## src/rtl/audio_attenuator_pkg.sv

```systemverilog
// Shared audio types: gain selectors, unity gain, stereo sample and 25->16 bit saturation.
package audiotypes;

  typedef enum logic [1:0] {
    kLL = 2'd0,
    kLR = 2'd1,
    kRL = 2'd2,
    kRR = 2'd3
  } att_sel_e;

  localparam logic [7:0] kUnityGain = 8'h80;
  localparam int         NUM_GAINS  = 4;

  typedef struct packed {
    logic signed [15:0] l;
    logic signed [15:0] r;
  } stereo_t;

  // Drops the Q1.7 fraction, then clamps to the 16-bit sample range.
  function automatic logic signed [15:0] sat16(input logic signed [24:0] acc);
    logic signed [24:0] sh;
    sh = acc >>> 7;
    if (sh > 25'sd32767)       return 16'sh7FFF;
    else if (sh < -25'sd32768) return 16'sh8000;
    else                       return sh[15:0];
  endfunction

endpackage

```

## src/rtl/audio_attenuator_gain_ramp.sv

```systemverilog
// One gain channel: clamped target register plus a current gain that slews one LSB per step.
module gain_ramp
  import audiotypes::*;
#(
  parameter logic [7:0] RST_GAIN = kUnityGain
) (
  input  logic       clk,
  input  logic       reset_n,
  input  logic       wr_i,
  input  logic [7:0] val_i,
  input  logic       mute_i,
  input  logic       step_i,
  output logic [7:0] gain_o
);

  logic [7:0] tgt_q, cur_q, cur_d, eff;

  assign eff    = mute_i ? 8'h00 : tgt_q;
  assign gain_o = cur_q;

  always_comb begin
    cur_d = cur_q;
    if (step_i) begin
      if (cur_q < eff)      cur_d = cur_q + 8'd1;
      else if (cur_q > eff) cur_d = cur_q - 8'd1;
    end
  end

  // The step reads the pre-write target, so a write landing with a step takes effect next step.
  always_ff @(posedge clk or negedge reset_n) begin
    if (!reset_n) begin
      tgt_q <= RST_GAIN;
      cur_q <= RST_GAIN;
    end else begin
      if (wr_i) tgt_q <= (val_i > kUnityGain) ? kUnityGain : val_i;
      cur_q <= cur_d;
    end
  end

endmodule

```

## src/rtl/audio_attenuator.sv

```systemverilog
// Stereo 2x2 gain matrix with ramped gains, sharing one multiplier across four cycles per sample.
module audio_attenuator
  import audiotypes::*;
(
  input  logic               clk,
  input  logic               reset_n,
  input  logic               sample_strobe,
  input  logic signed [15:0] in_left,
  input  logic signed [15:0] in_right,
  input  logic               att_write,
  input  logic [1:0]         att_sel,
  input  logic [7:0]         att_value,
  input  logic               mute,
  output logic signed [15:0] out_left,
  output logic signed [15:0] out_right,
  output logic               out_valid,
  output logic               overrun
);

  localparam logic [2:0] IDLE = 3'd0, M0 = 3'd1, M1 = 3'd2, M2 = 3'd3, M3 = 3'd4, OUT = 3'd5;

  logic [2:0]                       state_q, state_d;
  stereo_t                          work_q, pend_q, in_s;
  logic                             pend_vld_q;
  logic signed [24:0]               acc_l_q, acc_r_q, prod;
  logic signed [15:0]               mul_a;
  logic [7:0]                       mul_g;
  logic [NUM_GAINS-1:0][7:0]        gain;
  logic signed [15:0]               out_l_q, out_r_q;
  logic                             out_vld_q, ovr_q;

  assign in_s      = '{l: in_left, r: in_right};
  assign out_left  = out_l_q;
  assign out_right = out_r_q;
  assign out_valid = out_vld_q;
  assign overrun   = ovr_q;

  for (genvar i = 0; i < NUM_GAINS; i++) begin : g_ramp
    gain_ramp #(
      .RST_GAIN((i == int'(kLL) || i == int'(kRR)) ? kUnityGain : 8'h00)
    ) u_ramp (
      .clk     (clk),
      .reset_n (reset_n),
      .wr_i    (att_write && (att_sel == 2'(i))),
      .val_i   (att_value),
      .mute_i  (mute),
      .step_i  (state_q == OUT),
      .gain_o  (gain[i])
    );
  end

  // Single shared multiplier; operand pair selected by the sequencing state.
  always_comb begin
    mul_a = work_q.l;
    mul_g = gain[kLL];
    case (state_q)
      M1:      begin mul_a = work_q.r; mul_g = gain[kRL]; end
      M2:      begin mul_a = work_q.l; mul_g = gain[kLR]; end
      M3:      begin mul_a = work_q.r; mul_g = gain[kRR]; end
      default: begin mul_a = work_q.l; mul_g = gain[kLL]; end
    endcase
    prod = 25'(mul_a) * 25'($signed({1'b0, mul_g}));
  end

  always_comb begin
    state_d = state_q;
    case (state_q)
      IDLE:    if (sample_strobe || pend_vld_q) state_d = M0;
      M0:      state_d = M1;
      M1:      state_d = M2;
      M2:      state_d = M3;
      M3:      state_d = OUT;
      OUT:     state_d = IDLE;
      default: state_d = IDLE;
    endcase
  end

  always_ff @(posedge clk or negedge reset_n) begin
    if (!reset_n) begin
      state_q    <= IDLE;
      work_q     <= '0;
      pend_q     <= '0;
      pend_vld_q <= 1'b0;
      acc_l_q    <= '0;
      acc_r_q    <= '0;
      out_l_q    <= '0;
      out_r_q    <= '0;
      out_vld_q  <= 1'b0;
      ovr_q      <= 1'b0;
    end else begin
      state_q   <= state_d;
      out_vld_q <= (state_q == OUT);
      // Starting from IDLE frees the pending slot, so a same-cycle strobe can refill it.
      if (state_q == IDLE) begin
        if (pend_vld_q) begin
          work_q <= pend_q;
          if (sample_strobe) pend_q <= in_s;
          else               pend_vld_q <= 1'b0;
        end else if (sample_strobe) begin
          work_q <= in_s;
        end
      end else if (sample_strobe) begin
        if (!pend_vld_q) begin
          pend_q     <= in_s;
          pend_vld_q <= 1'b1;
        end else begin
          ovr_q <= 1'b1;
        end
      end
      case (state_q)
        M0:  acc_l_q <= prod;
        M1:  acc_l_q <= acc_l_q + prod;
        M2:  acc_r_q <= prod;
        M3:  acc_r_q <= acc_r_q + prod;
        OUT: begin
          out_l_q <= sat16(acc_l_q);
          out_r_q <= sat16(acc_r_q);
        end
        default: ;
      endcase
    end
  end

endmodule

```

## config.mk

```make
export PLATFORM = sky130hd
export DESIGN_NAME = audio_attenuator
export DESIGN_NICKNAME = d
export VERILOG_FILES = /design/src/rtl/audio_attenuator_pkg.sv /design/src/rtl/audio_attenuator_gain_ramp.sv /design/src/rtl/audio_attenuator.sv
export SDC_FILE = /design/constraint.sdc
export NUM_CORES = 1
export LEC_CHECK = 0
export CAP_MARGIN = 5
export CORE_MARGIN = 8
export CORE_UTILIZATION = 33
export CTS_CLUSTER_DIAMETER = 80
export DETAILED_ROUTE_END_ITERATION = 6
export HOLD_SLACK_MARGIN = 0.12
export PLACE_DENSITY = 0.45
export SYNTH_ARGS = -nofsm -noshare
export SYNTH_HDL_FRONTEND = slang
export SYNTH_HIERARCHICAL = 1
export SYNTH_SLANG_ARGS = --single-unit
```

## constraint.sdc

```tcl
create_clock -name clk -period 8.9 [get_ports clk]
set_input_delay 2.225 -clock clk [delete_from_list [all_inputs] [get_ports clk]]
set_output_delay 2.225 -clock clk [all_outputs]
set_load 0.03 [all_outputs]
```

# [After elaboration in Yosys (flattened, before gate mapping)]
# Cells that the tools add are included.
[word_totals] register_bits=216 output_inout_bits=34 word_cells=113
[classes] add_sub_neg=10 mul=1 order_cmp=13 n_eq_ne=12 mux=33 n_bitwise=1 n_reduce_logical=23
[op_table] op="32-bit two-way mux" n=6
[op_table] op="8-bit two-way mux" n=13
[op_table] op="25-bit one-hot mux with 2 select lines" n=2
[op_table] op="16-bit two-way mux" n=5
[op_table] op="25-bit adder" n=2
[op_table] op="18-bit by 16-bit greater-than comparator with 1-bit output (second input constant)" n=2
[op_table] op="18-bit by 16-bit < comparator with 1-bit output (second input constant)" n=2
[op_table] op="8-bit by 1-bit adder with 8-bit output (second input constant)" n=4
[op_table] op="8-bit greater-than comparator" n=4
[op_table] op="8-bit < comparator" n=4
[op_table] op="8-bit by 1-bit subtractor with 8-bit output (second input constant)" n=4
[op_table] op="16-bit by 9-bit multiplier with 25-bit output" n=1
[op_table] op="8-bit one-hot mux with 3 select lines" n=1
[op_table] op="2-bit nonzero test" n=8
[op_table] op="3-bit one-hot mux with 5 select lines" n=1
[op_table] op="2-bit AND reduction" n=5
[op_table] op="8-bit greater-than comparator (second input constant)" n=1
[op_table] op="3-bit by 2-bit == test with 1-bit output (second input constant)" n=2
[op_table] op="3-bit == test (second input constant)" n=2
[op_table] op="2-bit != test (second input constant)" n=3
[op_table] op="2-bit == test (second input constant)" n=2
[op_table] op="1-bit logical AND" n=4
[op_table] op="1-bit two-way mux" n=4
[op_table] op="4-bit AND reduction" n=1
[op_table] op="other kinds (10)" n=10

# [Longest topological paths before layout]
[logic_depth] ltp_word=6 depth_mapped=35 ltp_nobuf=33

# [By module]
# The synthesis kept the hierarchy.
[modules_own_cells] module="audio_attenuator" instances=1 cells_each=1672 area_per_inst_um2=14248.7
[modules_own_cells] module="gain_ramp (g_ramp[0].u_ramp ...)" instances=2 cells_each=114 area_per_inst_um2=1101.1
[modules_own_cells] module="gain_ramp (g_ramp[1].u_ramp ...)" instances=2 cells_each=114 area_per_inst_um2=1098.6

# [Worst setup path before layout]
# Ideal clock, no wire load.
[synth_timing] path_type="register -> register" start="register state_q[0]" end="register acc_l_q[24]" t_arrival_ns=7.740 path_slack_ns=1.036 stages_incl_launch_ff=30 path_buffers=2 period_less_slack_ns=7.864 cell_sequence="dfrtp_1 > clkbuf_1 > nor3b_2 > nor2_1 > clkbuf_1 > a221oi_1 > nor2_1 > fa_1 > fa_1 > fa_1 > inv_1 > fa_1 > inv_1 > ha_1 > or2_2 > o221a_2 > o21ai_4 > nand2_1 > a21o_1 > a21oi_1 > xnor2_1 > ha_1 > a21o_1 > a21o_1 > a21o_1 > a21oi_1 > o21ai_0 > a31oi_1 > mux4_2 > a211o_1"
[synth_via] elab_chain_cells=6 elab_cells_between_ends=11 cone_classes="add/sub (1); mul (1); eq/ne (4); mux (3); reduce/logical (2)"
[synth_rtl] element="start: declaration" line_no="audio_attenuator.sv:22" text="logic [2:0] state_q, state_d;"
[synth_rtl] element="start signal: assignment" line_no="audio_attenuator.sv:91" text="state_q <= state_d;"
[synth_rtl] element="3-bit == test or 3-bit by 2-bit == test with 1-bit output (tied branches)" line_no="audio_attenuator.sv:56, audio_attenuator.sv:110"
[synth_rtl] element="2-bit OR reduction (no source line)"
[synth_rtl] element="16-bit two-way mux" line_no="audio_attenuator.sv:56" text="case (state_q)"
[synth_rtl] element="16-bit by 9-bit multiplier with 25-bit output" line_no="audio_attenuator.sv:62" text="prod = 25'(mul_a) * 25'($signed({1'b0, mul_g}));"
[synth_rtl] element="25-bit adder" line_no="audio_attenuator.sv:112" text="M1: acc_l_q <= acc_l_q + prod;"
[synth_rtl] element="25-bit one-hot mux with 2 select lines" line_no="audio_attenuator.sv:110" text="case (state_q)"
[synth_rtl] element="end signal: assignment" line_no="audio_attenuator.sv:111" text="M0: acc_l_q <= prod;"
[synth_rtl] element="end signal: assignment" line_no="audio_attenuator.sv:112"
[synth_rtl] element="end: declaration" line_no="audio_attenuator.sv:25" text="logic signed [24:0] acc_l_q, acc_r_q, prod;"
# Several ways; a longest one is shown, not always the timed one.
# A chain may end at the register's enable or synchronous reset.

# [Worst setup path in the final report]
[layout_timing] start="register state_q[1]" end="register acc_l_q[24]"
# Same word-level chain as after synthesis.

==> impl_metrics.toml <==
[clock_tree]
clk_latency_ps = 590
ctsHoldBuffers = 0
cts.sinks = 216
clk_path_buf_depth = 3
cts.repair.resized = 0
numCtsBuffers = 29
cts_setup_buffers = 0
htree_num_levels = 1
cts_tree = "yes"
clkTransAtPathRegs_ps = 60
clockRootBuffer = "clkbuf_16"

[route]
first_pass_iters = 7
drc_errors = 0
vias = 14700
wl_um = 50900
vias_per_cell = 4.94
ant_nets = 0
drt_iter0_drc = 674
wl_per_cell_um = 17.1

[placement]
hpwlAfterDp_um = 39000
placed_area_um2 = 20400
numPortBuffers = 80
gp_congestion = 0.868

[global_route]
grt_max_degree = 140
antenna_found_initial = 1
grt.overflow.total = 0
grt_pass1_vias = 15200
grt_pass1_wl_um = 83100
grt_usage_pct = 15.9

[finish]
post-route-util_pct = 38.1
drive_above_1_share_pct = 8.34
antenna_cells = 0
nNetsFinal = 2513
final_cell_area_um2 = 21400
nFillCells = 5793
areaGrowthSynthToFinish_pct = 14.7
final_common_cell = "nor2_1"
most-common-layout-cells = "nor2_1 (254), nand2_1 (244), inv_1 (222)"

[sta]
tns_ps = 0
final_max_slew_viol_count = 0
max_freq_mhz = 120
setup_viol = 0
clock_skew_ps = 34.8
hold_violations = 0
period_needed_ps = 8310
worstMarginPinSlew_ps = 1200
rsz0062_at_grt = "no"
slew_headroom_pct = 19.4
finalCritPeriodShare_pct = 93.3

[run]
maxCapViolations = 0

[synth]
synthDistinctLibCells = 71
ys_seq_area_share_pct = 29.0
synth_area_per_cell_um2 = 8.76
synthArstFlopShare_pct = 100
synth_seq_cells = 216
synth_ff_type = "dfrtp_1"
netlist_instances = 2128
synth-edff-count = 0
syn_nets = 2443
synth_area_um2 = 18600
synth_warnings = 6

[worst_setup_path]
critical_path.endpoint_type = "flop"
path_max_fanout = 14
slowest_stage = "a221o_1"
slowest_delay_ps = 700
arrival_ps = 8780
cp_data_required_time_ps = 9380
path_common_cell = "a21o_1"
startpoint_type = "flop"
worst-setup-path-type = "reg2reg"

[floorplanning]
fp-row-count = 87
num_io_pins = 81
die_area_um2 = 64400
start_util_pct = 33.2
die_width_um = 254
coreArea_um2 = 56200
die_h_um = 254

[min_path]
worstHoldPathType = "reg2reg"

[run_status]
status = "complete, no violations"
## layer usage
metal / vias up / GRT usage [%] / part of all wire [%]
li1: 7349 / - / -
met1: 7044 / 21.3 / 48
met2: 216 / 26.5 / 46
met3: 73 / 2.06 / 3.3
met4: 0 / 4.80 / 2.9
met5: - / 0 / 0
## logic make-up (layout without fill, tap and decap cells)
logic type / count (synthesis) / after routing / synth area share, %
AOI/OAI and AO/OA: 478 / 478 / 15.8
DFF: 216 / 216 / 29.0
and+or+nand+nor: 665 / 666 / 15.9
xor gates and xnor gates: 83 / 83 / 3.90
buffers and inverters: 296 / 385 / 6.06
adders and majority gates: 269 / 269 / 22.4
muxes: 121 / 121 / 6.97
## flip-flops by register name, indices dropped and copies added, names as in the netlist, 3 cells and up
name,flops
out_left,16
pend_q,32
out_right,16
acc_l_q,25
work_q,32
state_q,3
acc_r_q,25
g_ramp.u_ramp/tgt_q,32
g_ramp.u_ramp/gain_o,32
## through the flow
step                      instances  hold slack (ps)  worst slack (ps)
final                          2974              474               594
after global placement         2922              464               454
after floorplan                2128              456              1040
after global routing           2974              494              13.2
after detailed placement       2922              455               294
after CTS                      2973              482               273
## critical path: cells and delay by family, from the launching register on
kind	cells	cell delay, ps
flip-flops	1	480
AND/OR/NAND/NOR	5	1330
XOR/XNOR	1	310
multiplexers	1	310
buffers and inverters	3	160
adder cells (fa/ha/maj)	6	2780
AO/OA/AOI/OAI	12	2800
## final timing paths
check                                   startpoint                       to  slack (ps)  cells past startpoint
setup / recovery            state_q[1]$_DFFE_PN0P_  acc_l_q[24]$_DFFE_PN0P_         590                     28
hold / removal             out_left[8]$_DFFE_PN0P_  out_left[8]$_DFFE_PN0P_         470                      2
setup reg to reg            state_q[1]$_DFFE_PN0P_  acc_l_q[24]$_DFFE_PN0P_         590                     28
hold reg to reg            out_left[8]$_DFFE_PN0P_  out_left[8]$_DFFE_PN0P_         470                      2
max in group asynchronous                  reset_n   pend_vld_q$_DFFE_PN0N_        5940                      2
min in group asynchronous                  reset_n  acc_r_q[15]$_DFFE_PN0P_        1620                      1
## cell usage after synthesis (all sizes together), types with 10 or more instances
| master | instances | area share, % |
|---|---|---|
| a211oi | 13 | 0.55 |
| a21o | 33 | 1.3 |
| a21oi | 146 | 4.0 |
| a221o | 11 | 0.59 |
| buf | 17 | 0.44 |
| clkbuf | 57 | 1.1 |
| dfrtp | 212 | 28 |
| fa | 108 | 12 |
| ha | 160 | 11 |
| inv | 222 | 4.5 |
| mux2 | 61 | 3.7 |
| mux2i | 59 | 3.2 |
| nand2 | 244 | 4.9 |
| nand2b | 35 | 1.2 |
| nand3 | 15 | 0.40 |
| nand3b | 30 | 1.2 |
| nor2 | 258 | 5.2 |
| nor2b | 12 | 0.40 |
| nor3 | 20 | 0.66 |
| o21a | 16 | 0.64 |
| o21ai | 168 | 4.6 |
| o21bai | 12 | 0.48 |
| or3 | 10 | 0.39 |
| xnor2 | 56 | 2.6 |
| xor2 | 27 | 1.3 |
## area by class of cell
| class | instances | area, um^2 | share of cell area (%) |
|---|---|---|---|
| Tap cell | 756 | 946 | 4.42 |
| Timing Repair Buffer | 112 | 1060 | 4.95 |
| Clock inverter | 7 | 100 | 0.468 |
| Sequential cell | 216 | 5410 | 25.3 |
| Multi-Input combinational cell | 1617 | 12200 | 56.8 |
| Clock buffer | 44 | 882 | 4.12 |
| Inverter | 222 | 833 | 3.90 |
Power is left out: the tool's default activity adds up to more than one toggle a clock period on the data nets, which glitch-free logic cannot reach.
